===== config.mk =====
export PLATFORM = sky130hd
export DESIGN_NAME = user_stream_fifo
export DESIGN_NICKNAME = d
export VERILOG_FILES = /design/src/rtl/bft_user_pkg.sv /design/src/rtl/user_fifo_ram.sv /design/src/rtl/user_stream_fifo.sv
export SDC_FILE = /design/constraint.sdc
export NUM_CORES = 2
export LEC_CHECK = 0
export ABC_AREA = 1
export CAP_MARGIN = 0
export CORE_ASPECT_RATIO = 1.75
export CORE_UTILIZATION = 40
export CTS_CLUSTER_DIAMETER = 30
export DETAILED_ROUTE_END_ITERATION = 8
export MAX_ROUTING_LAYER = met4
export PLACE_DENSITY_LB_ADDON = 0.05
export SLEW_MARGIN = 30
export SYNTH_ARGS = -nofsm -noshare
export SYNTH_HDL_FRONTEND = slang
export SYNTH_HIERARCHICAL = 1
export SYNTH_SLANG_ARGS = --single-unit

===== constraint.sdc =====
create_clock -name clk -period 3.07 [get_ports clk]
set_input_delay 0.307 -clock clk [delete_from_list [all_inputs] [get_ports clk]]
set_output_delay 0.307 -clock clk [all_outputs]
set_load 0.01 [all_outputs]

===== src/rtl/bft_user_pkg.sv =====
// rtl/bft_user_pkg.sv - shared payload width, prefetch states and handshake qualifier
package bft_user_pkg;

  localparam int BFT_PAYLOAD_BITS = 32;

  typedef enum logic [1:0] {
    ST_EMPTY   = 2'd0,
    ST_LOADING = 2'd1,
    ST_VALID   = 2'd2
  } pf_state_e;

  // A word moves only when both sides of one handshake agree in the same cycle.
  function automatic logic hs_xfer(input logic vld, input logic ack);
    return vld & ack;
  endfunction

endpackage


===== src/rtl/user_fifo_ram.sv =====
// rtl/user_fifo_ram.sv - simple dual-port RAM, one write port and one registered read port
module user_fifo_ram
  import bft_user_pkg::*;
#(
  parameter int WIDTH     = BFT_PAYLOAD_BITS,
  parameter int ADDR_BITS = 7
) (
  input  logic                 clk,
  input  logic                 wr_en_i,
  input  logic [ADDR_BITS-1:0] wr_addr_i,
  input  logic [WIDTH-1:0]     wr_data_i,
  input  logic                 rd_en_i,
  input  logic [ADDR_BITS-1:0] rd_addr_i,
  output logic [WIDTH-1:0]     rd_data_o
);

  logic [WIDTH-1:0] mem_q [0:(1<<ADDR_BITS)-1];
  logic [WIDTH-1:0] rd_data_q;

  always_ff @(posedge clk) begin
    if (wr_en_i) begin
      mem_q[wr_addr_i] <= wr_data_i;
    end
  end

  // Write-first on a same-address collision: only happens when the RAM is empty
  // and the word being written is also the next one to prefetch.
  always_ff @(posedge clk) begin
    if (rd_en_i) begin
      if (wr_en_i && (wr_addr_i == rd_addr_i)) begin
        rd_data_q <= wr_data_i;
      end else begin
        rd_data_q <= mem_q[rd_addr_i];
      end
    end
  end

  assign rd_data_o = rd_data_q;

endmodule


===== src/rtl/user_stream_fifo.sv =====
// rtl/user_stream_fifo.sv - first-word-fall-through elastic buffer between a kernel output port and leaf_interface
module user_stream_fifo
  import bft_user_pkg::*;
#(
  parameter int PAYLOAD_BITS    = BFT_PAYLOAD_BITS,
  parameter int DEPTH_BITS      = 7,
  parameter int ALMOST_FULL_GAP = 4
) (
  input  logic                    clk,
  input  logic                    reset,
  input  logic [PAYLOAD_BITS-1:0] din,
  input  logic                    din_vld,
  output logic                    din_ack,
  output logic [PAYLOAD_BITS-1:0] dout,
  output logic                    dout_vld,
  input  logic                    dout_ack,
  output logic [DEPTH_BITS:0]     count,
  output logic                    almost_full,
  output logic                    empty
);

  localparam logic [DEPTH_BITS:0]   FULL_CNT = {1'b1, {DEPTH_BITS{1'b0}}};
  localparam logic [DEPTH_BITS:0]   AF_CNT   = FULL_CNT - ALMOST_FULL_GAP[DEPTH_BITS:0];
  localparam logic [DEPTH_BITS:0]   CNT_ONE  = {{DEPTH_BITS{1'b0}}, 1'b1};
  localparam logic [DEPTH_BITS-1:0] PTR_ONE  = {{(DEPTH_BITS-1){1'b0}}, 1'b1};

  pf_state_e               state_q;
  logic [PAYLOAD_BITS-1:0] dout_q;
  logic                    pf_vld_q, pf_vld_d;
  logic [DEPTH_BITS-1:0]   wr_ptr_q, wr_ptr_d;
  logic [DEPTH_BITS-1:0]   rd_ptr_q, rd_ptr_d;
  logic [DEPTH_BITS:0]     count_q, count_d;
  logic                    almost_full_q, empty_q;

  logic [PAYLOAD_BITS-1:0] ram_rd_data;
  logic [DEPTH_BITS:0]     ram_words;
  logic                    out_vld;
  logic                    in_xfer;
  logic                    out_xfer;
  logic                    ram_avail;
  logic                    out_load;
  logic                    rd_en;

  assign out_vld  = (state_q == ST_VALID);
  assign din_ack  = (count_q != FULL_CNT);
  assign in_xfer  = hs_xfer(din_vld, din_ack);
  assign out_xfer = hs_xfer(out_vld, dout_ack);

  // count covers RAM, prefetch and output register; the RAM holds the remainder.
  assign ram_words = count_q
                   - {{DEPTH_BITS{1'b0}}, pf_vld_q}
                   - {{DEPTH_BITS{1'b0}}, out_vld};
  assign ram_avail = (ram_words != '0) || in_xfer;
  assign out_load  = pf_vld_q && (!out_vld || out_xfer);
  assign rd_en     = ram_avail && (!pf_vld_q || out_load);

  user_fifo_ram #(
    .WIDTH     (PAYLOAD_BITS),
    .ADDR_BITS (DEPTH_BITS)
  ) u_ram (
    .clk       (clk),
    .wr_en_i   (in_xfer),
    .wr_addr_i (wr_ptr_q),
    .wr_data_i (din),
    .rd_en_i   (rd_en),
    .rd_addr_i (rd_ptr_q),
    .rd_data_o (ram_rd_data)
  );

  always_comb begin
    wr_ptr_d = wr_ptr_q;
    rd_ptr_d = rd_ptr_q;
    pf_vld_d = pf_vld_q;
    count_d  = count_q;
    if (in_xfer) begin
      wr_ptr_d = wr_ptr_q + PTR_ONE;
    end
    if (rd_en) begin
      rd_ptr_d = rd_ptr_q + PTR_ONE;
      pf_vld_d = 1'b1;
    end else if (out_load) begin
      pf_vld_d = 1'b0;
    end
    case ({in_xfer, out_xfer})
      2'b10:   count_d = count_q + CNT_ONE;
      2'b01:   count_d = count_q - CNT_ONE;
      default: count_d = count_q;
    endcase
  end

  always_ff @(posedge clk) begin
    if (reset) begin
      wr_ptr_q      <= '0;
      rd_ptr_q      <= '0;
      pf_vld_q      <= 1'b0;
      count_q       <= '0;
      almost_full_q <= 1'b0;
      empty_q       <= 1'b1;
    end else begin
      wr_ptr_q      <= wr_ptr_d;
      rd_ptr_q      <= rd_ptr_d;
      pf_vld_q      <= pf_vld_d;
      count_q       <= count_d;
      almost_full_q <= (count_d >= AF_CNT);
      empty_q       <= (count_d == '0);
    end
  end

  // Output-register FSM; a valid prefetch lets VALID hold across transfers with no bubble.
  always_ff @(posedge clk) begin
    if (reset) begin
      state_q <= ST_EMPTY;
      dout_q  <= '0;
    end else begin
      if (out_load) begin
        dout_q <= ram_rd_data;
      end
      case (state_q)
        ST_EMPTY: begin
          if (rd_en) begin
            state_q <= ST_LOADING;
          end
        end
        ST_LOADING: begin
          state_q <= ST_VALID;
        end
        ST_VALID: begin
          if (out_xfer && !pf_vld_q) begin
            state_q <= rd_en ? ST_LOADING : ST_EMPTY;
          end
        end
        default: begin
          state_q <= ST_EMPTY;
        end
      endcase
    end
  end

  assign dout        = dout_q;
  assign dout_vld    = out_vld;
  assign count       = count_q;
  assign almost_full = almost_full_q;
  assign empty       = empty_q;

endmodule

# After elaboration in Yosys (flattened, before gate mapping)
# Memory sizes are Yosys's and may differ from the RTL's. A register that Yosys moved wholly into a read port is not among the register bits.
# Index checks and enable logic that the tools add are counted.
word_totals:
  ram_bits: 4096
  out_inout_bits: 44
  in_bits: 36
  register_bits: 59
  latchBits: 0
  memories: 1
  mem_bits_ro: 0
classes:
  n_eq_ne: 7
  order_cmp: 1
  addsub: 6
  div_mod_pow: 0
  n_bitwise: 2
  n_reduce_logical: 13
  multipliers: 0
  shifts: 0
  mux: 9
mem_list:
  columns: ["name", "depth", "width", "rd", "rd_ports_with_merged_regs", "write_ports", "line_no", "text"]
  rows:
  - ["u_ram.mem_q", 128, 32, 1, 1, 1, "user_fifo_ram.sv:17", "logic [WIDTH-1:0] mem_q [0:(1<<ADDR_BITS)-1];"]
ops:
  columns: ["op", "count"]
  rows:
  - ["one-hot mux 8 bit (2 select lines)", 1]
  - ["subtractor 8 x 1 -> 8 bit", 2]
  - ["adder 7 x 1 -> 7 bit (second input constant)", 2]
  - ["adder 8 x 1 -> 8 bit (second input constant)", 1]
  - ["greater-or-equal comparator 8 x 7 -> 1 bit (second input constant)", 1]
  - ["zero test 8 bit", 1]
  - ["!= test 8 bit (second input constant)", 1]
  - ["nonzero test 8 bit", 1]
  - ["subtractor 8 x 1 -> 8 bit (second input constant)", 1]
  - ["one-hot mux 2 bit (3 select lines)", 1]
  - ["2-to-1 mux 1 bit", 5]
  - ["equality test 2 x 1 -> 1 bit (second input constant)", 2]
  - ["equality test 2 bit (second input constant)", 2]
  - ["2-to-1 mux 2 bit", 2]
  - ["logical AND 1 bit", 3]
  - ["logical OR 1 bit", 3]
  - ["AND 1 bit", 2]
  - ["zero test 1 bit", 2]
  - ["zero test 2 bit", 1]
  - ["!= test 2 x 1 -> 1 bit (second input constant)", 1]
  - ["!= test 2 bit (second input constant)", 1]
  - ["AND reduction 2 bit", 1]
  - ["nonzero test 2 bit", 1]

# Logic depth before layout (Yosys ltp)
depth:
  ltp_word: 9
  mapped_depth: 20
  ltp_nobuf: 20

# Modules after synthesis
# The synthesis kept the hierarchy.
modules_own_cells:
  columns: ["mod", "area_per_inst_um2", "instances", "seq_area_each_um2", "cells_per_inst"]
  rows:
  - ["user_fifo_ram", 166084.3, 1, 123958.9, 13504]
  - ["user_stream_fifo", 2954.1, 1, 1181.1, 419]

# Worst setup path before layout
# No wires, ideal clock.
synth_timing:
  path_type: "register to register"
  startpoint: "reg count_q[1], in the netlist count[1]"
  endpoint: "mem u_ram/mem_q[105][0] (netlist bit), enable pin"
  path_buffers: 2
  path_stages_with_launch: 11
  arrival_ns: 3.013
  setup_time_ns: 0.421
  slack_ns: -0.364
  cell_sequence: "dfxtp_1 -> inv_1 -> nand2_1 -> nor2_1 -> nand2_2 -> nand2_4 -> inv_1 -> buf_1 -> nand2_1 -> clkbuf_1 -> nor2_1"
synth_via:
  elab_chain_len: 4
synth_lines:
  columns: ["item", "line_no", "text"]
  rows:
  - ["from (decl)", "user_stream_fifo.sv:32", "logic [DEPTH_BITS:0] count_q, count_d;"]
  - ["from (signal assigned)", "user_stream_fifo.sv:103", "count_q <= count_d;"]
  - ["!= test 8 bit", "user_stream_fifo.sv:45", "assign din_ack = (count_q != FULL_CNT);"]
  - ["net din_ack", "user_stream_fifo.sv:13", "output logic din_ack,"]
  - ["AND 1 bit", "bft_user_pkg.sv:14", "return vld & ack;"]
  - ["net in_xfer", "user_stream_fifo.sv:38", "logic in_xfer;"]
  - ["2-to-1 mux 1 bit", "user_fifo_ram.sv:21", "if (wr_en_i) begin"]
  - ["2-to-1 mux 1 bit (not written as such)", "user_fifo_ram.sv:22", "mem_q[wr_addr_i] <= wr_data_i;"]
  - ["to (decl)", "user_fifo_ram.sv:17", null]
# The timed path passes the listed nets, and every way through them passes these cells.

==> out/metrics.yaml <==
status: "finished, final reports clean"
grt_pass1_vias: 112839
synthArstFlopShare_pct: 0
clockBufferDepth: 4
fmax_mhz: 332.5
place_area_um2: 183500
syn_avg_cell_area_um2: 12.14
powerDensity_nw_per_um2: 829.4
grt_max_degree: 132
worst_ep_arrival_time_ns: 3.76
yosysTopAreaCellShare_pct: 73.33
overflow: 0
grt_setup_unrepaired: "false"
drtAntennaViolNets: 0
port_buffers: 79
drc: 0
critPathLaunchType: "flop"
maxCapViolations: 0
slew_headroom_pct: 24.02
worst_pin_slew_ns: 1.140
final_area_um2: 205400
path_cells: "clkinv_16, buf_12, buf_4, nand2_1, nand3_1, nand3_1, nand3_1, nand3_1, buf_4, nand3_1, nand3_1, buf_4, nand2_1, nand2_1, nand2_1"
area_growth_pct: 21.49
final_cell_mix: "4317 x nand2_1, 4128 x edfxtp_1, 4049 x nand3_1"
fin_nets: 14685
die_w_um: 493.4
final-max-slew-violation-count: 0
finClkSkew_ns: 0.05153
die_h_um: 862.0
drt_wl_total_um: 597100
min_period_ns: 3.008
ys_top_cells_by_area: "edfxtp_1 73%, nand3_1 12%, nand2_1 9.6%, buf_2 1.4%, buf_4 0.87%"
end_kind: "flop"
critical_path_class: "reg -> reg"
grt_pass1_wl_um: 842100
slowest_delay_ns: 0.45
ys_ff_latch: 4187
hold_viol: 0
num_io_pins: 80
cts.sinks: 4187
crit_path_frequent_cell: "nand3_1"
fin_cells: 20722
p_leak_nw: 72.71
cts_root_buffer: "clkbuf_16"
grt_usage_pct: 28.63
syn_area_um2: 169000
syn-num-nets: 13973
setup_tns_ns: 0
min_path_type: "in -> reg"
ys.flop_type: "edfxtp_1"
placeableCoreArea_um2: 420500
cts_buffers: 628
drive_gt1_share_pct: 13.96
via_per_inst: 5.516
cts_tree: "yes"
min_period_over_period_pct: 97.97
routedWlPerCell_um: 28.81
die_area_um2: 425300
crit_buf_inv: 5
initial_core_util_pct: 40.20
critPathMaxFanout: 19
ctsHtreeMaxLevel: 6
first_pass_iters: 6
yosys_warnings: 6
synth_cell_types: 38
layout_commonest_cell: "nand2_1"
dp.cells: 19509
dp_hpwl_um: 352100
yosysTopAreaCell: "edfxtp_1"
vias: 114304
cts.clk_slew.worst_paths_ns: 0.06
antenna_found_initial: 24
place_ws_ns: -0.1548
yosysSeqAreaShare_pct: 74.03
fin_ws_ns: 0.06236
drt_iter0_markers: 9883
critPathRequiredTime_ns: 3.82
cp_top_family: "simple AND/OR/NAND/NOR gates"
synthCells: 13923
place.gp.congestion: 0.8780
ir_drop_mv: 0.5028
slowest_stage: "dfxtp_4"
synth_edf_count: 4128
fp-row-count: 315
clk-insertion-delay-late_ns: 1.00
setup_violations: 0
power by group:
part / internal (mW) / switching [mW]
clock network: 45.2 / 26.8
logic: 10.9 / 23.6
registers: 63.4 / 0.396
cells by family after synthesis:
logic type,after synthesis,synth area share [%]
adders and majority gates,14,0.1125
buffers and inverters,1001,3.316
AOI/OAI and AO/OA,62,0.2073
and+or+nand+nor,8647,22.27
xor gates and xnor gates,12,0.06218
DFF,4187,74.03
Yosys cell counts (39+ instances only):
| master | instances |
|---|---|
| nand2_1 | 4326 |
| clkbuf_1 | 121 |
| buf_2 | 463 |
| nor2_1 | 229 |
| inv_1 | 64 |
| buf_1 | 78 |
| o21ai_0 | 39 |
| buf_4 | 197 |
| dfxtp_1 | 59 |
| edfxtp_1 | 4128 |
| nand3_1 | 4056 |
| buf_6 | 68 |
metrics by stage:
step / total power, mW / hold WS [ns] / utilization (%)
4_1_cts: 171.5 / 0.09055 / 48.76
5_1_grt: 176.1 / 0.1106 / 48.82
6_report: 170.3 / 0.1194 / 48.83
2_1_floorplan: 82.91 / 0.3761 / -
3_3_place_gp: 99.21 / 0.4723 / 43.64
3_5_place_dp: 99.34 / 0.4704 / 43.64
state kept, by name, indices dropped and copies added, names as in the netlist:
name             cells
u_ram/mem_q       4096
dout                32
u_ram/rd_data_o     32
count                8
rd_ptr_q             7
wr_ptr_q             7
state_q              2
almost_full          1
empty                1
pf_vld_q             1
worst paths after layout:
kind | from | end | slack [ns] | cells after the start
worst min-delay path | reset | empty | 0.12 | 3
worst min register to register | dout[16] | dout[16] | 0.48 | 2
worst max-delay path | rd_ptr_q[0] | u_ram/rd_data_o[31] | 0.06 | 15
worst max register to register | rd_ptr_q[0] | u_ram/rd_data_o[31] | 0.06 | 15
worst register-to-register path, stage by stage, from the launching register on:
cell and delay, ns:
dfxtp_4 0.45, clkinv_16 0.16, buf_12 0.39, buf_4 0.16
nand2_1 0.05, nand3_1 0.06, nand3_1 0.10, nand3_1 0.17
nand3_1 0.14, buf_4 0.21, nand3_1 0.24, nand3_1 0.30
buf_4 0.20, nand2_1 0.06, nand2_1 0.05, nand2_1 0.05
what timing repair did:
action / CTS / global route
hold endpoints to repair: 1363 / 0
gates resized for setup: 9 / 9
setup endpoints to repair: 30 / 9
setup buffers: 0 / 6
gates cloned: 1 / 3
hold buffers: 32 / 0
pin swaps: 0 / 0
metal layers:
layer / share of wire (%) / vias to the layer above / global-route usage, %
met2: 51 / 3698 / 49.33
li1: - / 51330 / -
met1: 38 / 58202 / 33.18
met5: 0 / - / -
met3: 4.9 / 1074 / 3.229
met4: 5.4 / 0 / 13.94
cell type report:
type                            count  area, µm²
Multi-Input combinational cell   8735      39320
Antenna cell                       21      52.55
Clock buffer                      736      16690
Clock inverter                    413       4444
Timing Repair Buffer             1010      12400
Tap cell                         5547       6940
Fill cell                       36771     215200
Sequential cell                  4187     125200
Inverter                           73      346.6
No activity file was read; power rests on OpenSTA's default activity.
